$ cat src/rtl/vnarrow_merge_pkg.sv
// Shared definitions for the narrowing write-combiner: FSM states, half-beat byte-enable masks
// and the beat classifier used to decide whether a beat can pair with a held half.
package vnarrow_merge_pkg;

  typedef enum logic [1:0] {
    ST_EMPTY = 2'd0,
    ST_HELD  = 2'd1,
    ST_FLUSH = 2'd2
  } state_e;

  typedef enum logic [1:0] {
    BC_ZERO = 2'd0,
    BC_HALF = 2'd1,
    BC_FULL = 2'd2
  } beat_class_e;

  localparam logic [7:0] LO_HALF_BE = 8'h0F;
  localparam logic [7:0] HI_HALF_BE = 8'hF0;

  // A beat is FULL when both halves carry enabled bytes, HALF when exactly one does.
  function automatic beat_class_e beat_class(input logic [7:0] be);
    logic loAny;
    logic hiAny;
    loAny = |(be & LO_HALF_BE);
    hiAny = |(be & HI_HALF_BE);
    if (!loAny && !hiAny) begin
      return BC_ZERO;
    end else if (loAny && hiAny) begin
      return BC_FULL;
    end else begin
      return BC_HALF;
    end
  endfunction

endpackage

$ cat src/rtl/vnarrow_merge_if.sv
// Beat-in / write-out bundle between the narrowing unit, this combiner and the VRF write port.
// The master drives narrowed beats and observes writes; the slave is the combiner itself.
interface vnarrow_merge_if #(
  parameter int DATA_WIDTH = 64,
  parameter int ADDR_WIDTH = 32,
  parameter int BE_WIDTH   = 8
);

  logic [DATA_WIDTH-1:0] in_vec;
  logic [BE_WIDTH-1:0]   in_be;
  logic [ADDR_WIDTH-1:0] in_addr;
  logic                  in_valid;
  logic                  in_last;

  logic [DATA_WIDTH-1:0] out_vec;
  logic [BE_WIDTH-1:0]   out_be;
  logic [ADDR_WIDTH-1:0] out_addr;
  logic                  out_valid;
  logic                  out_merged;

  modport master (
    output in_vec, in_be, in_addr, in_valid, in_last,
    input  out_vec, out_be, out_addr, out_valid, out_merged
  );

  modport slave (
    input  in_vec, in_be, in_addr, in_valid, in_last,
    output out_vec, out_be, out_addr, out_valid, out_merged
  );

endinterface

$ cat src/rtl/vnarrow_merge_byte_merge.sv
// Combinational byte-wise merge: bytes enabled in beat A win, all other bytes come from beat B.
// The merged enable is the union of both enables.
module v_byte_merge #(
  parameter int BE_WIDTH = 8
) (
  input  logic [BE_WIDTH*8-1:0] aVec_i,
  input  logic [BE_WIDTH-1:0]   aBe_i,
  input  logic [BE_WIDTH*8-1:0] bVec_i,
  input  logic [BE_WIDTH-1:0]   bBe_i,
  output logic [BE_WIDTH*8-1:0] mergedVec_o,
  output logic [BE_WIDTH-1:0]   mergedBe_o
);

  always_comb begin
    mergedVec_o = bVec_i;
    for (int i = 0; i < BE_WIDTH; i++) begin
      if (aBe_i[i]) begin
        mergedVec_o[i*8 +: 8] = aVec_i[i*8 +: 8];
      end
    end
  end

  assign mergedBe_o = aBe_i | bBe_i;

endmodule

$ cat src/rtl/vnarrow_merge.sv
// Write-combiner behind the narrowing unit: pairs lower/upper half beats aimed at the same VRF
// address into one full-width write, flushing a lone half on mismatch, last or idle timeout.
module vnarrow_merge
  import vnarrow_merge_pkg::*;
#(
  parameter int DATA_WIDTH = 64,
  parameter int ADDR_WIDTH = 32,
  parameter int BE_WIDTH   = DATA_WIDTH / 8,
  parameter int IDLE_FLUSH = 16
) (
  input  logic            clk,
  input  logic            rst,
  vnarrow_merge_if.slave  bus
);

  localparam int IDLE_W = (IDLE_FLUSH > 1) ? $clog2(IDLE_FLUSH) : 1;
  localparam logic [IDLE_W-1:0] IDLE_LAST = IDLE_W'(IDLE_FLUSH - 1);

  state_e                state_q, state_d;
  logic [IDLE_W-1:0]     idle_q, idle_d;
  logic [DATA_WIDTH-1:0] holdVec_q;
  logic [BE_WIDTH-1:0]   holdBe_q;
  logic [ADDR_WIDTH-1:0] holdAddr_q;

  logic [DATA_WIDTH-1:0] outVec_q;
  logic [BE_WIDTH-1:0]   outBe_q;
  logic [ADDR_WIDTH-1:0] outAddr_q;
  logic                  outValid_q;
  logic                  outMerged_q;

  beat_class_e           beatCls;
  logic                  isZero;
  logic                  pairMatch;
  logic                  idleHit;
  logic                  capture;
  logic                  emitHold;
  logic                  emitMerged;
  logic [DATA_WIDTH-1:0] mergedVec;
  logic [BE_WIDTH-1:0]   mergedBe;

  v_byte_merge #(
    .BE_WIDTH (BE_WIDTH)
  ) u_byte_merge (
    .aVec_i      (bus.in_vec),
    .aBe_i       (bus.in_be),
    .bVec_i      (holdVec_q),
    .bBe_i       (holdBe_q),
    .mergedVec_o (mergedVec),
    .mergedBe_o  (mergedBe)
  );

  assign beatCls   = beat_class(bus.in_be);
  assign isZero    = (beatCls == BC_ZERO);
  assign pairMatch = (bus.in_addr == holdAddr_q) && ((bus.in_be & holdBe_q) == '0)
                     && (beatCls == BC_HALF);
  assign idleHit   = (IDLE_FLUSH != 0) && (idle_q == IDLE_LAST);

  // Next-state and write decision; a capture always overwrites the hold registers because any
  // previously held half is emitted in the same cycle.
  always_comb begin
    state_d    = state_q;
    capture    = 1'b0;
    emitHold   = 1'b0;
    emitMerged = 1'b0;
    case (state_q)
      ST_EMPTY: begin
        if (bus.in_valid && !isZero) begin
          capture = 1'b1;
          state_d = (beatCls == BC_HALF && !bus.in_last) ? ST_HELD : ST_FLUSH;
        end
      end
      ST_HELD: begin
        if (bus.in_valid) begin
          if (pairMatch) begin
            emitMerged = 1'b1;
            state_d    = ST_EMPTY;
          end else if (!isZero) begin
            emitHold = 1'b1;
            capture  = 1'b1;
            state_d  = (bus.in_last || beatCls == BC_FULL) ? ST_FLUSH : ST_HELD;
          end else if (bus.in_last) begin
            emitHold = 1'b1;
            state_d  = ST_EMPTY;
          end
        end else if (idleHit) begin
          state_d = ST_FLUSH;
        end
      end
      ST_FLUSH: begin
        emitHold = 1'b1;
        state_d  = ST_EMPTY;
        if (bus.in_valid && !isZero) begin
          capture = 1'b1;
          state_d = (beatCls == BC_HALF && !bus.in_last) ? ST_HELD : ST_FLUSH;
        end
      end
      default: begin
        state_d = ST_EMPTY;
      end
    endcase
  end

  // The idle counter only advances while a half sits in HELD with no traffic arriving.
  always_comb begin
    idle_d = '0;
    if (IDLE_FLUSH != 0 && state_q == ST_HELD && state_d == ST_HELD && !bus.in_valid) begin
      idle_d = idle_q + 1'b1;
    end
  end

  always_ff @(posedge clk) begin
    if (rst) begin
      state_q     <= ST_EMPTY;
      idle_q      <= '0;
      holdVec_q   <= '0;
      holdBe_q    <= '0;
      holdAddr_q  <= '0;
      outVec_q    <= '0;
      outBe_q     <= '0;
      outAddr_q   <= '0;
      outValid_q  <= 1'b0;
      outMerged_q <= 1'b0;
    end else begin
      state_q     <= state_d;
      idle_q      <= idle_d;
      outValid_q  <= emitHold | emitMerged;
      outMerged_q <= emitMerged;
      if (emitMerged) begin
        outVec_q  <= mergedVec;
        outBe_q   <= mergedBe;
        outAddr_q <= holdAddr_q;
      end else if (emitHold) begin
        outVec_q  <= holdVec_q;
        outBe_q   <= holdBe_q;
        outAddr_q <= holdAddr_q;
      end else begin
        outVec_q  <= '0;
        outBe_q   <= '0;
        outAddr_q <= '0;
      end
      if (capture) begin
        holdVec_q  <= bus.in_vec;
        holdBe_q   <= bus.in_be;
        holdAddr_q <= bus.in_addr;
      end
    end
  end

  assign bus.out_vec    = outVec_q;
  assign bus.out_be     = outBe_q;
  assign bus.out_addr   = outAddr_q;
  assign bus.out_valid  = outValid_q;
  assign bus.out_merged = outMerged_q;

endmodule
$ cat src/flat_wrapper.sv
// flat-port wrapper written by rule: the top's interface ports become plain ports
module vnarrow_merge_flat import vnarrow_merge_pkg::*;
#(
  parameter int DATA_WIDTH = 64,
  parameter int ADDR_WIDTH = 32,
  parameter int BE_WIDTH   = DATA_WIDTH / 8,
  parameter int IDLE_FLUSH = 16
)
  (clk, rst, bus_in_vec, bus_in_be, bus_in_addr, bus_in_valid, bus_in_last, bus_out_vec, bus_out_be, bus_out_addr, bus_out_valid, bus_out_merged);
  vnarrow_merge_if #(.DATA_WIDTH(DATA_WIDTH), .ADDR_WIDTH(ADDR_WIDTH), .BE_WIDTH(BE_WIDTH)) bus_i ();
  input  logic clk;
  input  logic rst;
  input wire logic [$bits(bus_i.in_vec)-1:0] bus_in_vec;
  input wire logic [$bits(bus_i.in_be)-1:0] bus_in_be;
  input wire logic [$bits(bus_i.in_addr)-1:0] bus_in_addr;
  input wire logic [$bits(bus_i.in_valid)-1:0] bus_in_valid;
  input wire logic [$bits(bus_i.in_last)-1:0] bus_in_last;
  output wire logic [$bits(bus_i.out_vec)-1:0] bus_out_vec;
  output wire logic [$bits(bus_i.out_be)-1:0] bus_out_be;
  output wire logic [$bits(bus_i.out_addr)-1:0] bus_out_addr;
  output wire logic [$bits(bus_i.out_valid)-1:0] bus_out_valid;
  output wire logic [$bits(bus_i.out_merged)-1:0] bus_out_merged;
  assign bus_i.in_vec = bus_in_vec;
  assign bus_i.in_be = bus_in_be;
  assign bus_i.in_addr = bus_in_addr;
  assign bus_i.in_valid = bus_in_valid;
  assign bus_i.in_last = bus_in_last;
  assign bus_out_vec = bus_i.out_vec;
  assign bus_out_be = bus_i.out_be;
  assign bus_out_addr = bus_i.out_addr;
  assign bus_out_valid = bus_i.out_valid;
  assign bus_out_merged = bus_i.out_merged;
  vnarrow_merge #(.DATA_WIDTH(DATA_WIDTH), .ADDR_WIDTH(ADDR_WIDTH), .BE_WIDTH(BE_WIDTH), .IDLE_FLUSH(IDLE_FLUSH)) u_core (.clk(clk), .rst(rst), .bus(bus_i));
endmodule
$ cat config.mk
export PLATFORM = sky130hd
export DESIGN_NAME = vnarrow_merge_flat
export DESIGN_NICKNAME = d
export VERILOG_FILES = /design/src/rtl/vnarrow_merge_pkg.sv /design/src/rtl/vnarrow_merge_if.sv /design/src/rtl/vnarrow_merge_byte_merge.sv /design/src/rtl/vnarrow_merge.sv /design/src/flat_wrapper.sv
export SDC_FILE = /design/constraint.sdc
export NUM_CORES = 1
export LEC_CHECK = 0
export CAP_MARGIN = 20
export CORE_MARGIN = 4
export CORE_UTILIZATION = 50
export CTS_CLUSTER_DIAMETER = 30
export CTS_CLUSTER_SIZE = 8
export DETAILED_ROUTE_END_ITERATION = 16
export GPL_TIMING_DRIVEN = 0
export PLACE_DENSITY = 0.76
export SLEW_MARGIN = 20
export SYNTH_ARGS = -nofsm -noshare
export SYNTH_HDL_FRONTEND = slang
export SYNTH_SLANG_ARGS = --single-unit
export TNS_END_PERCENT = 30
$ cat constraint.sdc
create_clock -name clk -period 4.3 [get_ports clk]
set_input_delay 0.645 -clock clk [delete_from_list [all_inputs] [get_ports clk]]
set_output_delay 0.645 -clock clk [all_outputs]
set_load 0.01 [all_outputs]
Word level (Yosys, flattened, before mapping)
Index checks and enable logic that the tools add are counted.
{ "totals": {"in_bits": 108, "regBits": 216, "elab_cells": 82, "out_inout_bits": 106} }
{ "classes": {"muxes": 39, "n_addsub": 1, "eq_ne": 7, "n_reduce_logical": 21, "bitwise_logic": 4} }
{ "op_table": {"columns": ["op", "n"], "rows": [
  ["2-to-1 mux 64 bit", 2],
  ["2-to-1 mux 8 bit", 10],
  ["2-to-1 mux 32 bit", 2],
  ["equality test 32 bit", 1],
  ["2-to-1 mux 2 bit", 11],
  ["2-to-1 mux 1 bit", 11],
  ["bitwise AND 8 bit", 1],
  ["logical AND 1 bit", 8],
  ["zero test 8 bit", 1],
  ["bitwise OR 8 bit", 1],
  ["OR reduction 4 bit", 2],
  ["equality test 2 x 1 -> 1 bit (second input constant)", 3],
  ["one-hot mux 2 bit (3 select lines)", 1],
  ["zero test 1 bit", 5],
  ["adder 4 x 1 -> 4 bit (second input constant)", 1],
  ["equality test 2 bit (second input constant)", 2],
  ["equality test 4 bit (second input constant)", 1],
  ["zero test 2 bit", 2],
  ["one-hot mux 1 bit (2 select lines)", 2],
  ["OR reduction 2 bit", 2],
  ["logical OR 1 bit", 1],
  ["inverter 1 bit", 1],
  ["bitwise OR 1 bit", 1]
]} }

Logic depth before layout (Yosys ltp)
Gate-level depths: netlist (run 1).
{ "depth": {"ltp_word": 16, "depth_mapped": 12, "ltp_nobuf": 9} }

Cells and area by module
A second synthesis (run 1) with hierarchy kept.
{ "hier_totals": {"hier_cells": 1058, "area_unflattened_um2": 10372.4} }
{ "by_module_without_submodules": {"columns": ["mod", "seq_area_each_um2", "cells_per_inst", "n_inst", "area_per_inst_um2"], "rows": [
  ["vnarrow_merge", 4324.1, 978, 1, 9271.4],
  ["v_byte_merge", 0.0, 80, 1, 1101.1]
]} }

Worst setup path before layout (run 1)
No wires, ideal clock.
{ "synth_path": {"kind": "input-to-reg", "startpoint": "input port bus_in_be[7]", "endpoint": "register u_core.outBe_q[7], in the netlist u_core.bus.out_be[7]", "required_time_ns": 4.225, "path_stages": 11, "slack_ns": 0.723, "setup_ns": 0.075, "t_arrival_ns": 3.503, "path_buffers": 4, "cell_sequence": "buf_2 clkbuf_1 or4_1 ha_1 nand2_1 or4_1 or4_4 buf_6 and2_1 buf_4 o22ai_1"} }
{ "synth_via": {"elab_chain_cells": 11, "word_cells_on_any_way": 22, "cone_classes": "eq/ne (1); mux (11); bitwise (2); reduce/logical (8)"} }
{ "synth_lines": {"columns": ["element", "line", "rtl"], "rows": [
  ["start: declaration", "flat_wrapper.sv:14", "input wire logic [$bits(bus_i.in_be)-1:0] bus_in_be;"],
  ["OR reduction 4 bit", "vnarrow_merge_pkg.sv:25", "hiAny = |(be & HI_HALF_BE);"],
  ["logical AND 1 bit or zero test 1 bit (tied branches)", "vnarrow_merge_pkg.sv:28, vnarrow_merge_pkg.sv:26", null],
  ["2-to-1 mux 2 bit or logical AND 1 bit (tied branches)", "vnarrow_merge_pkg.sv:28, vnarrow_merge_pkg.sv:26", null],
  ["2-to-1 mux 2 bit", "vnarrow_merge_pkg.sv:26", "if (!loAny && !hiAny) begin"],
  ["zero test 2 bit or equality test 2 x 1 -> 1 bit (tied branches)", "vnarrow_merge.sv:53, vnarrow_merge.sv:55", null],
  ["2-to-1 mux 1 bit or logical AND 1 bit (tied branches)", "vnarrow_merge.sv:77, vnarrow_merge.sv:55", null],
  ["2-to-1 mux 1 bit", "vnarrow_merge.sv:74", "if (pairMatch) begin"],
  ["2-to-1 mux 1 bit", "vnarrow_merge.sv:73", "if (bus.in_valid) begin"],
  ["one-hot mux 1 bit (2 select lines)", "vnarrow_merge.sv:65", "case (state_q)"],
  ["2-to-1 mux 8 bit", "vnarrow_merge.sv:132", "end else if (emitHold) begin"],
  ["2-to-1 mux 8 bit (*)", "vnarrow_merge.sv:128", "if (emitMerged) begin"],
  ["end signal: assignment", "vnarrow_merge.sv:130", "outBe_q <= mergedBe;"],
  ["end signal: assignment", "vnarrow_merge.sv:134", "outBe_q <= holdBe_q;"],
  ["end: declaration", "vnarrow_merge.sv:26", "logic [BE_WIDTH-1:0] outBe_q;"]
]} }
Every way passes the cells marked *; elsewhere a longest branch is shown, timed or not.
A chain may end at the register's enable or synchronous reset.

Worst setup path in the final report (run 1)
{ "layout_path": {"startpoint": "input port bus_in_be[4]", "endpoint": "register u_core.outVec_q[1], in the netlist u_core.bus.out_vec[1]"} }
{ "layout_via": {"elab_chain_cells": 11, "word_cells_on_any_way": 21, "cone_classes": "eq/ne (1); mux (11); bitwise (1); reduce/logical (8)"} }
{ "layout_lines": {"columns": ["element", "line", "rtl"], "rows": [
  ["OR reduction 4 bit", "vnarrow_merge_pkg.sv:25", null],
  ["logical AND 1 bit or zero test 1 bit (tied branches)", "vnarrow_merge_pkg.sv:28, vnarrow_merge_pkg.sv:26", null],
  ["2-to-1 mux 2 bit or logical AND 1 bit (tied branches)", "vnarrow_merge_pkg.sv:28, vnarrow_merge_pkg.sv:26", null],
  ["2-to-1 mux 2 bit", "vnarrow_merge_pkg.sv:26", null],
  ["zero test 2 bit or equality test 2 x 1 -> 1 bit (tied branches)", "vnarrow_merge.sv:53, vnarrow_merge.sv:55", null],
  ["2-to-1 mux 1 bit or logical AND 1 bit (tied branches)", "vnarrow_merge.sv:77, vnarrow_merge.sv:55", null],
  ["2-to-1 mux 1 bit", "vnarrow_merge.sv:74", null],
  ["2-to-1 mux 1 bit", "vnarrow_merge.sv:73", null],
  ["one-hot mux 1 bit (2 select lines)", "vnarrow_merge.sv:65", null],
  ["2-to-1 mux 64 bit", "vnarrow_merge.sv:132", null],
  ["2-to-1 mux 64 bit (*)", "vnarrow_merge.sv:128", null],
  ["end signal: assignment", "vnarrow_merge.sv:129", "outVec_q <= mergedVec;"],
  ["end signal: assignment", "vnarrow_merge.sv:133", "outVec_q <= holdVec_q;"],
  ["end: declaration", "vnarrow_merge.sv:25", "logic [DATA_WIDTH-1:0] outVec_q;"]
]} }
Marks and branches as above.

==> key figures, run 1 <==
Run status
  • Outcome: complete, no violations

Finish
  • Multi-input gate area: 0.00489 mm²
  • Register area: 0.00432 mm²
  • Area grow syn2layout: 39.6%
  • Proportion of layout cells with a drive suffix above 1: 8.01%
  • Fin area: 0.0134 mm²
  • NumNets Final: 1382
  • Post-route insts no fill: 1533
  • FILL cells: 1454

Place
  • Setup slack at placement: -0.0540 ns
  • Cells after DPL: 1454
  • RePlAce Congestion: 0.843
  • HPWL Detailed: 18.4 mm
  • Placed Area: 0.0119 mm²
  • I/O Buffers: 204

Worst setup path
  • Critical path launch point type: input port
  • Setup crit end: u_core.bus.out_vec[1]
  • Worst reg2reg path startpoint: u_core.holdAddr_q[16]
  • WP data required: 4.69 ns
  • CP max stage delay: 0.66 ns
  • Worst setup path class: in -> reg
  • CP Buf/Inv Count: 3
  • CP delay by family, top: simple AND/OR/NAND/NOR gates
  • Register-to-register setup slack: 1.48 ns
  • CP cell instances: clkbuf_1 -> clkbuf_1 -> or4_1 -> ha_1 -> nand2_1 -> or4_1 -> or4_4 -> nand2_1 -> buf_2 -> o21ai_1
  • Kind of end point of the critical path: register
  • Critical path origin: bus_in_be[4]
  • Critical R2R Capture: u_core.bus.out_vec[1]
  • CP max stage cell: or4_1
  • R2r worst-path depth: 7
  • Crit path DAT: 4.25 ns
  • Number of cells on the critical path: 10
  • Worst Path Max Fanout: 10

Clock network
  • Clock Path Buffers: 3
  • Worst-path clk slew: 0.05 ns
  • Inserted Clock Buffers: 45
  • PostCTS Resize Cnt: 0
  • Setup bufs post-CTS: 0
  • Number of clock sinks: 216
  • H-tree levels: 2
  • Worst-Skew Late Latency: 0.52 ns
  • Hold buffers post-CTS: 0
  • CTS tree: built
  • Root Driver: clkbuf_16

Global routing
  • Initial antenna violation count: 2
  • Global-route usage over all layers: 23.8%
  • First-pass GRT wire length: 42.0 mm
  • Overflow after GRT: 0
  • Largest net degree at the start of global routing: 12
  • Vias in the first global route: 8106

Synth
  • Post-synth EDFFs: 0
  • #FFs+latches synth: 216
  • Yosys synthesis warning count: 0
  • Ranking of synthesized cells by area: dfxtp_1 (45%), nand2b_1 (18%), mux2i_1 (11%), a211o_1 (5.8%), o21ai_1 (3.2%)
  • Mapped Area: 0.00960 mm²
  • Main flop type after synthesis: dfxtp_1
  • Synthesized area per cell: 9.46 µm²
  • Ys async rst share: 0%
  • Sequential-to-total area share from yosys stat: 45.1%
  • Top cells by count, synth: nand2b_1 (274), dfxtp_1 (216), mux2i_1 (104)
  • Most frequent cell after synthesis: nand2b_1
  • Synth top area share: 45.1%
  • Synth area leader: dfxtp_1
  • Synth unique cells: 43
  • Total nets after synthesis: 1130
  • Cell count after synthesis: 1015

Timing
  • Highest clock rate: 259 MHz
  • Slew Limit Fails: 0
  • Fin. Hold Viols: 0
  • Final Cycle Share: 89.8%
  • Max_slew headroom: 52.6%
  • Post-route minimum period: 3.86 ns
  • Clock Skew: 0.0203 ns
  • Final WS setup: 0.441 ns
  • RSZ-0062 raised after global routing: false
  • Setup violators final: 0
  • Worst slew pin tran: 0.711 ns

Worst hold path
  • HP Class: reg -> reg

Pwr
  • PD cells: 447 mW/mm²
  • Max IR drop VDD: 0.000291 V
  • Leak pwr: 0.00508 µW

Floorplan
  • Placeable Area: 0.0188 mm²
  • Die width: 147 µm
  • Starting Density: 51.1%
  • Die height: 147 µm
  • Die ar.: 0.0215 mm²
  • Ports: 214
  • Row cnt: 50

Detailed routing
  • Post-Route WL: 26.4 mm
  • Vias/cell: 5.23
  • Drt pass-1 iters: 5
  • Initial DRC Count: 392
  • Via count: 8014
  • Antenna viol nets, final: 0
  • Number of remaining DRC errors: 0
  • Routed WL per cell: 17.2 µm

Run
  • Max-cap violation count: 0
[flip-flops by register name (all words and copies together) (netlist names)]
signal	count
u_core.idle_q	4
u_core.bus.out_merged	1
u_core.state_q	2
u_core.bus.out_be	8
u_core.holdVec_q	64
u_core.bus.out_valid	1
u_core.bus.out_addr	32
u_core.holdBe_q	8
u_core.holdAddr_q	32
u_core.bus.out_vec	64
[where the power goes]
part           total (µW)  internal, µW  switching [µW]
clock                3310          2270            1040
combinational         535           269             267
sequential           2140          2090            50.4
total                5990          4630            1350
[per-stage QoR]
| step | setup TNS, ns | hold slack [ns] | total power [µW] | utilization (%) |
|---|---|---|---|---|
| floorplan | 0 | 0.418 | 2490 | - |
| global placement | -39.36 | 0.429 | 2700 | 63.6 |
| detailed placement | -0.854 | 0.443 | 2710 | 63.6 |
| CTS | 0 | 0.475 | 6030 | 71.4 |
| global route | 0 | 0.498 | 6190 | 71.4 |
| finish | 0 | 0.476 | 5990 | 71.4 |
[final cells by class]
type	instances	share of cell area (%)
multi-input cells	714	36.5
flip-flops and latches	216	32.3
repair buffers	205	15.3
clock buffers	62	9.48
plain buffers	76	2.59
well taps	234	2.18
clock inverters	16	1.42
inverters	9	0.252
diodes	1	0.0187
[cells in the final DEF, fill, tap and decap left out, types with 5 or more instances in the layout]
cell type and count:
nand2_1 70, o22ai_1 8, clkbuf_8 8, buf_2 23, clkinv_2 9, nand2b_1 274, o21ai_1 62, ha_1 7
and2_1 33, xor2_1 17, buf_4 7, clkdlybuf4s50_1 204, mux2i_1 104, a211o_1 64, nor2_1 11, inv_1 9
clkbuf_16 45, nor4_1 5, clkbuf_1 55, xnor2_1 15, dfxtp_1 216
[kinds of logic (layout without fill, tap and decap cells)]
| kind of cell | after synthesis | after routing | synth area share [%] |
|---|---|---|---|
| AOI/OAI and AO/OA | 156 | 156 | 11.2 |
| xor gates and xnor gates | 32 | 32 | 2.92 |
| adders and majority gates | 7 | 7 | 0.912 |
| buffers and inverters | 85 | 368 | 3.96 |
| DFF | 216 | 216 | 45.1 |
| muxes | 104 | 104 | 10.8 |
| other | 0 | 1 | 0 |
| and+or+nand+nor | 415 | 415 | 25.1 |
[worst min-delay path by stage]
stage,start,end,cells past startpoint
6_report,u_core.idle_q[0],u_core.idle_q[0],1
5_1_grt,u_core.idle_q[0],u_core.idle_q[0],1
4_1_cts,u_core.idle_q[0],u_core.idle_q[0],1
3_5_place_dp,u_core.idle_q[0],u_core.idle_q[0],1
3_3_place_gp,u_core.idle_q[0],u_core.idle_q[0],1
2_1_floorplan,u_core.idle_q[0],u_core.idle_q[0],1
[worst register-to-register path: stages, from the launching register on]
cell and delay, ns:
dfxtp_1 0.32, xor2_1 0.17, nor4_1 0.34, nand4_1 0.32, or4_4 0.64, nand2_1 0.41, buf_2 0.36, o21ai_1 0.12
[routing by layer]
layer	up-vias	global-route usage (%)	part of all wire, %
li1	3936	-	-
met1	3755	31.0	45
met2	261	39.2	46
met3	60	5.31	6.3
met4	2	8.51	2.4
met5	-	0	0.049
No activity file was read; power rests on OpenSTA's default activity.
==> run 2, diff against run 1 <==
- MAX_ROUTING_LAYER: not set -> met4
==> run 2 against run 1 <==
  * Total power hardly changed
  * First-iteration DRC count down 0.26%
  * Sequential share of layout area hardly changed
  * Routed wire length down 0.21%
  * Maximum frequency is 0.17% lower
  * Hold slack improved by 0.0033 ns
  * Sequential cell count unchanged
  * Critical path depth unchanged
  * Register-to-register slack barely moved
  * Sequential power hardly changed
  * Setup slack worse by 0.0067 ns
  * Largest cell class unchanged
  * Highest routed layer is now met4
==> key figures, run 2 (synthesized netlist as in run 1, its figures left out) <==
Floorplan
  • Starting Density: 51.1% (unchanged)
  • Placeable Area: 0.0188 mm² (unchanged)
  • Ports: 214 (unchanged)
  • Die ar.: 0.0215 mm² (unchanged)
  • Row cnt: 50 (unchanged)
  • Die width: 147 µm (unchanged)
  • Die height: 147 µm (unchanged)

Pwr
  • Leak pwr: 0.00508 µW (about the same)
  • Total power: 5990 µW (about the same)
  • Max IR drop VDD: 0.000291 V (about the same)
  • PD cells: 447 mW/mm² (about the same)

Worst setup path
  • Worst Path Max Fanout: 10 (unchanged)
  • CP delay by family, top: simple AND/OR/NAND/NOR gates
  • CP max stage delay: 0.66 ns (about the same)
  • Kind of end point of the critical path: register
  • CP cell instances: clkbuf_1 -> clkbuf_1 -> or4_1 -> ha_1 -> nand2_1 -> or4_1 -> or4_4 -> nand2_1 -> buf_2 -> o21ai_1
  • Crit path DAT: 4.25 ns (about the same)
  • CP Buf/Inv Count: 3 (unchanged)
  • WP data required: 4.69 ns (about the same)
  • Worst setup path class: in -> reg
  • Critical path launch point type: input port
  • CP max stage cell: or4_1

Timing
  • Slew Limit Fails: 0 (unchanged)
  • Post-route minimum period: 3.87 ns (+0.00673 ns)
  • Final WS setup: 0.434 ns (-0.00673 ns)
  • Worst slew pin tran: 0.684 ns (-0.0265 ns)
  • Setup violators final: 0 (unchanged)
  • Final Cycle Share: 89.9% (+0.16 points)
  • Max_slew headroom: 54.4% (+1.8 points)
  • Setup tns final: 0 ns (unchanged)
  • Fin. Hold Viols: 0 (unchanged)
  • RSZ-0062 raised after global routing: false
  • Highest clock rate: 259 MHz (-0.17%)
  • Clock Skew: 0.0194 ns (-0.000902 ns)

Clock network
  • Root Driver: clkbuf_16
  • Setup bufs post-CTS: 0 (unchanged)
  • Number of clock sinks: 216 (unchanged)
  • Inserted Clock Buffers: 45 (unchanged)
  • CTS tree: built
  • PostCTS Resize Cnt: 0 (unchanged)
  • Worst-Skew Late Latency: 0.52 ns (about the same)
  • Hold buffers post-CTS: 0 (unchanged)
  • Worst-path clk slew: 0.05 ns (about the same)
  • H-tree levels: 2 (unchanged)
  • Clock Path Buffers: 3 (unchanged)

Place
  • RePlAce Congestion: 0.856 (+1.6%)
  • Setup slack at placement: -0.0540 ns (unchanged)
  • HPWL Detailed: 18.4 mm (unchanged)
  • I/O Buffers: 204 (unchanged)

Finish
  • Proportion of layout cells with a drive suffix above 1: 8.01% (unchanged)
  • FILL cells: 1453 (-0.069%)
  • Most frequent cells in the layout: nand2b_1 (274), dfxtp_1 (216), clkdlybuf4s50_1 (204)
  • Area grow syn2layout: 39.7% (about the same)
  • NumNets Final: 1382 (unchanged)
  • Leading cell type in the layout, fill and taps excluded: nand2b_1

Detailed routing
  • Routed WL per cell: 17.1 µm (-0.27%)
  • Initial DRC Count: 391 (-0.26%)
  • Antenna viol nets, final: 0 (unchanged)
  • Vias/cell: 5.21 (-0.26%)
  • Drt pass-1 iters: 5 (unchanged)
  • Via count: 7998 (-0.20%)
  • Post-Route WL: 26.3 mm (-0.21%)
  • Number of remaining DRC errors: 0 (unchanged)

Global routing
  • Vias in the first global route: 8098 (-0.099%)
  • Initial antenna violation count: 2 (unchanged)
  • Largest net degree at the start of global routing: 12 (unchanged)
  • First-pass GRT wire length: 42.0 mm (about the same)
  • Global-route usage over all layers: 24.6% (+0.75 points)
  • Overflow after GRT: 0 (unchanged)

Run
  • Max-cap violation count: 0 (unchanged)

Run status
  • Outcome: complete, no violations

Worst hold path
  • HP Class: reg -> reg
-- run 2: cell count changes in the layout (fill, tap and decap cells not counted), sizes merged --
| cell | previous run | this run |
|---|---|---|
| diode | 1 | 2 |
-- run 2: routing by layer --
| metal | GRT usage, % | up-vias | wire length [µm] | share of wire (%) |
|---|---|---|---|---|
| met3 | 5.12 | 53 | 1540 | 5.9 |
| met4 | 8.51 | 0 | 559 | 2.1 |
| li1 | - | 3934 | - | - |
| met1 | 31.3 | 3753 | 11900 | 45 |
| met2 | 39.1 | 258 | 12300 | 47 |
| met5 | - | - | 0 | 0 |
-- run 2: stage by stage --
stage          hold slack (ns)  std cells  instance area (µm²)  utilization, %
5_1_grt                  0.498       1534                13400            71.4
3_5_place_dp             0.443       1454                11900            63.6
6_report                 0.480       1534                13400            71.4
3_3_place_gp             0.429       1453                11900            63.6
2_1_floorplan            0.418       1015                 9600               -
4_1_cts                  0.475       1532                13400            71.4
-- run 2: power by group --
part	switching [µW]	total, µW	internal (µW)	leakage [µW]
clock network	1040	3310	2270	0.000724
registers	50.2	2140	2090	0.00176
logic	267	535	269	0.00259
-- run 2: cell type report --
| type | count | area [µm²] | share of cell area, % |
|---|---|---|---|
| Multi-Input combinational cell | 714 | 4890 | 36.5 |
| Sequential cell | 216 | 4320 | 32.3 |
| Timing Repair Buffer | 205 | 2050 | 15.3 |
| Clock buffer | 62 | 1270 | 9.47 |
| Buffer | 76 | 347 | 2.59 |
| Tap cell | 234 | 293 | 2.18 |
| Clock inverter | 16 | 190 | 1.42 |
| Inverter | 9 | 33.8 | 0.252 |
| Antenna cell | 2 | 5.00 | 0.0373 |
-- run 2: worst paths after layout --
path              depth (start not counted)  slack (ns)             startpoint                     to
hold / removal                            1        0.48       u_core.idle_q[0]       u_core.idle_q[0]
setup / recovery                         10        0.43           bus_in_be[4]  u_core.bus.out_vec[1]
setup reg to reg                          7        1.47  u_core.holdAddr_q[16]  u_core.bus.out_vec[1]
hold reg to reg                           1        0.48       u_core.idle_q[0]       u_core.idle_q[0]
==> run 3, diff against run 2 <==
- GPL_TIMING_DRIVEN: 0 -> not set
- SLEW_MARGIN: 20 -> not set
==> run 3 against run 2 <==
  * Clock power is 12% higher
  * Clock-buffer cell count is 4 higher
  * First-iteration DRC count is 2.8% lower
  * Die area stayed put
  * Hold slack worse by 0.040 ns
  * Largest cell class unchanged
  * Via count is 3.9% lower
  * Routed wire length is 11% lower
  * Non-clock buffer count is 51 lower
  * Largest power group unchanged
==> key figures, run 3 (synthesized netlist as in run 1, its figures left out) <==
Clock network
  • Clock Path Buffers: 3 (unchanged)
  • Worst-path clk slew: 0.05 ns (about the same)
  • CTS tree: built
  • PostCTS Resize Cnt: 0 (unchanged)
  • Setup bufs post-CTS: 0 (unchanged)
  • Number of clock sinks: 216 (unchanged)
  • Hold buffers post-CTS: 0 (unchanged)
  • H-tree levels: 2 (unchanged)
  • Inserted Clock Buffers: 46 (+2.2%)
  • Root Driver: clkbuf_16
  • Worst-Skew Late Latency: 0.51 ns (about the same)

Floorplan
  • Row cnt: 50 (unchanged)
  • Placeable Area: 0.0188 mm² (unchanged)
  • Die height: 147 µm (unchanged)
  • Die ar.: 0.0215 mm² (unchanged)
  • Die width: 147 µm (unchanged)
  • Starting Density: 51.1% (unchanged)
  • Ports: 214 (unchanged)

Worst setup path
  • Worst Path Max Fanout: 41 (+31)
  • Critical path origin: bus_in_be[7]
  • CP max stage cell: or4_1
  • Worst reg2reg path startpoint: u_core.holdAddr_q[16]
  • CP cell instances: clkdlybuf4s50_1 -> or4_1 -> ha_1 -> nand2_1 -> or4_1 -> or4_4 -> buf_4 -> a211o_1 -> o21ai_1
  • Critical path launch point type: input port
  • R2r worst-path depth: 7 (unchanged)
  • Worst setup path class: in -> reg
  • Most Frequent Cell on Critical Path: or4_1
  • Kind of end point of the critical path: register
  • Crit path DAT: 3.92 ns (-0.33 ns)
  • CP max stage delay: 0.60 ns (-0.06 ns)
  • WP data required: 4.74 ns (+0.05 ns)

Pwr
  • Flop pwr share: 33.7% (-2.1 points)
  • Clock power share: 58.2% (+2.9 points)
  • Max IR drop VDD: 0.000365 V (+26%)
  • PD cells: 469 mW/mm² (+5.0%)
  • Pint: 5000 µW (+8.0%)
  • P_sw: 1360 µW (about the same)
  • Comb power frac: 8.2% (-0.7 points)
  • Total power: 6360 µW (+6.2%)
  • Switch share: 21.3% (-1.3 points)
  • Leak pwr: 0.00513 µW (+1.1%)

Timing
  • Clock Skew: 0.0157 ns (-0.00369 ns)
  • Slew Limit Fails: 0 (unchanged)
  • Post-route minimum period: 3.48 ns (-0.381 ns)
  • Final Cycle Share: 81.0% (-8.9 points)
  • Fin. Hold Viols: 0 (unchanged)
  • Max_slew headroom: 38.0% (-16 points)
  • RSZ-0062 raised after global routing: false
  • Setup tns final: 0 ns (unchanged)
  • Setup violators final: 0 (unchanged)
  • Highest clock rate: 287 MHz (+11%)
  • Final WS setup: 0.815 ns (+0.381 ns)
  • Worst slew pin tran: 0.930 ns (+0.245 ns)

Run
  • Max-cap violation count: 0 (unchanged)

Detailed routing
  • Met2 routed WL: 10.9 mm (-11%)
  • Drt pass-1 iters: 4 (-1)
  • Antenna viol nets, final: 0 (unchanged)
  • Routed WL per cell: 15.8 µm (-7.9%)
  • Wl on met1: 10.7 mm (-10%)
  • Initial DRC Count: 380 (-2.8%)
  • Uppermost layer routed: met4
  • Number of remaining DRC errors: 0 (unchanged)
  • Routed wl met3: 1.50 mm (-2.7%)
  • Via count: 7685 (-3.9%)
  • Post-Route WL: 23.5 mm (-11%)
  • Vias/cell: 5.16 (-1.0%)

Worst hold path
  • HP Class: reg -> reg
  • Hold path start: u_core.idle_q[0]
  • Cell depth of the worst min-delay path: 1 (unchanged)

Place
  • HPWL Detailed: 14.9 mm (-19%)
  • Setup slack at placement: 0.324 ns (+0.378 ns)
  • RePlAce Congestion: 0.827 (-3.4%)
  • I/O Buffers: 213 (+4.4%)

Finish
  • Area grow syn2layout: 41.2%
  • FILL cells: 1432 (-1.4%)
  • Final core utilization: 72.2% (+0.78 points)
  • Most frequent cells in the layout: nand2b_1 (274), dfxtp_1 (216), clkdlybuf4s50_1 (212)
  • Proportion of layout cells with a drive suffix above 1: 8.22% (+0.21 points)
  • NumNets Final: 1332 (-3.6%)
  • Leading cell type in the layout, fill and taps excluded: nand2b_1

Global routing
  • Global-route usage over all layers: 21.9% (-2.7 points)
  • First-pass GRT wire length: 38.3 mm (-8.7%)
  • Initial antenna violation count: 2 (unchanged)
  • Overflow after GRT: 0 (unchanged)
  • Vias in the first global route: 7734 (-4.5%)
  • Largest net degree at the start of global routing: 163 (+151)

Run status
  • Outcome: complete, no violations
-- run 3: cell count changes in the layout (fill, tap and decap cells not counted), sizes merged --
| cell | before | now |
|---|---|---|
| bufinv | 4 | 7 |
| clkbuf | 108 | 66 |
| clkinvlp | 1 | 5 |
| buf | 31 | 18 |
| inv | 11 | 10 |
| clkdlybuf4s50 | 204 | 212 |
| clkinv | 9 | 5 |
-- run 3: layer usage --
layer  vias to the layer above  GRT usage [%]
met1                      3601           27.4
met4                         0           6.02
met2                       215           34.8
li1                       3838              -
met5                         -              -
met3                        31           6.36
-- run 3: cell type report --
class	count	area, µm²	share of cell area, %
diodes	2	5.00	0.0369
clock buffers	66	1390	10.2
clock inverters	18	282	2.08
inverters	9	33.8	0.249
multi-input cells	714	4900	36.2
flip-flops and latches	216	4320	31.9
well taps	234	293	2.16
repair buffers	230	2320	17.1
-- run 3: metrics by stage --
stage | area, µm² | hold WS, ns | instances
6_report | 13600 | 0.440 | 1489
5_1_grt | 13600 | 0.460 | 1489
4_1_cts | 13500 | 0.446 | 1487
3_5_place_dp | 11900 | 0.438 | 1403
3_3_place_gp | 11900 | 0.429 | 1403
2_1_floorplan | 9600 | 0.418 | 1015
-- run 3: critical path: cells and delay by family --
family                     cells  cell delay (ns)
adders and majority gates      1             0.34
and+or+nand+nor                4             1.78
AOI/OAI and AO/OA              2             0.37
buffers and inverters          2             0.76
-- run 3: worst paths after layout --
kind,endpoint,slack [ns]
min,u_core.idle_q[0],0.44
min reg2reg,u_core.idle_q[0],0.44
max reg2reg,u_core.bus.out_vec[47],1.73
max,u_core.bus.out_vec[47],0.82
-- run 3: power groups by stage --
stage | sequential [µW] | combinational (µW) | clock [µW]
2_1_floorplan | 2170 | 319 | 0
3_3_place_gp | 2170 | 510 | 0
3_5_place_dp | 2180 | 516 | 0
4_1_cts | 2140 | 522 | 3750
5_1_grt | 2150 | 568 | 3860
6_report | 2140 | 518 | 3700
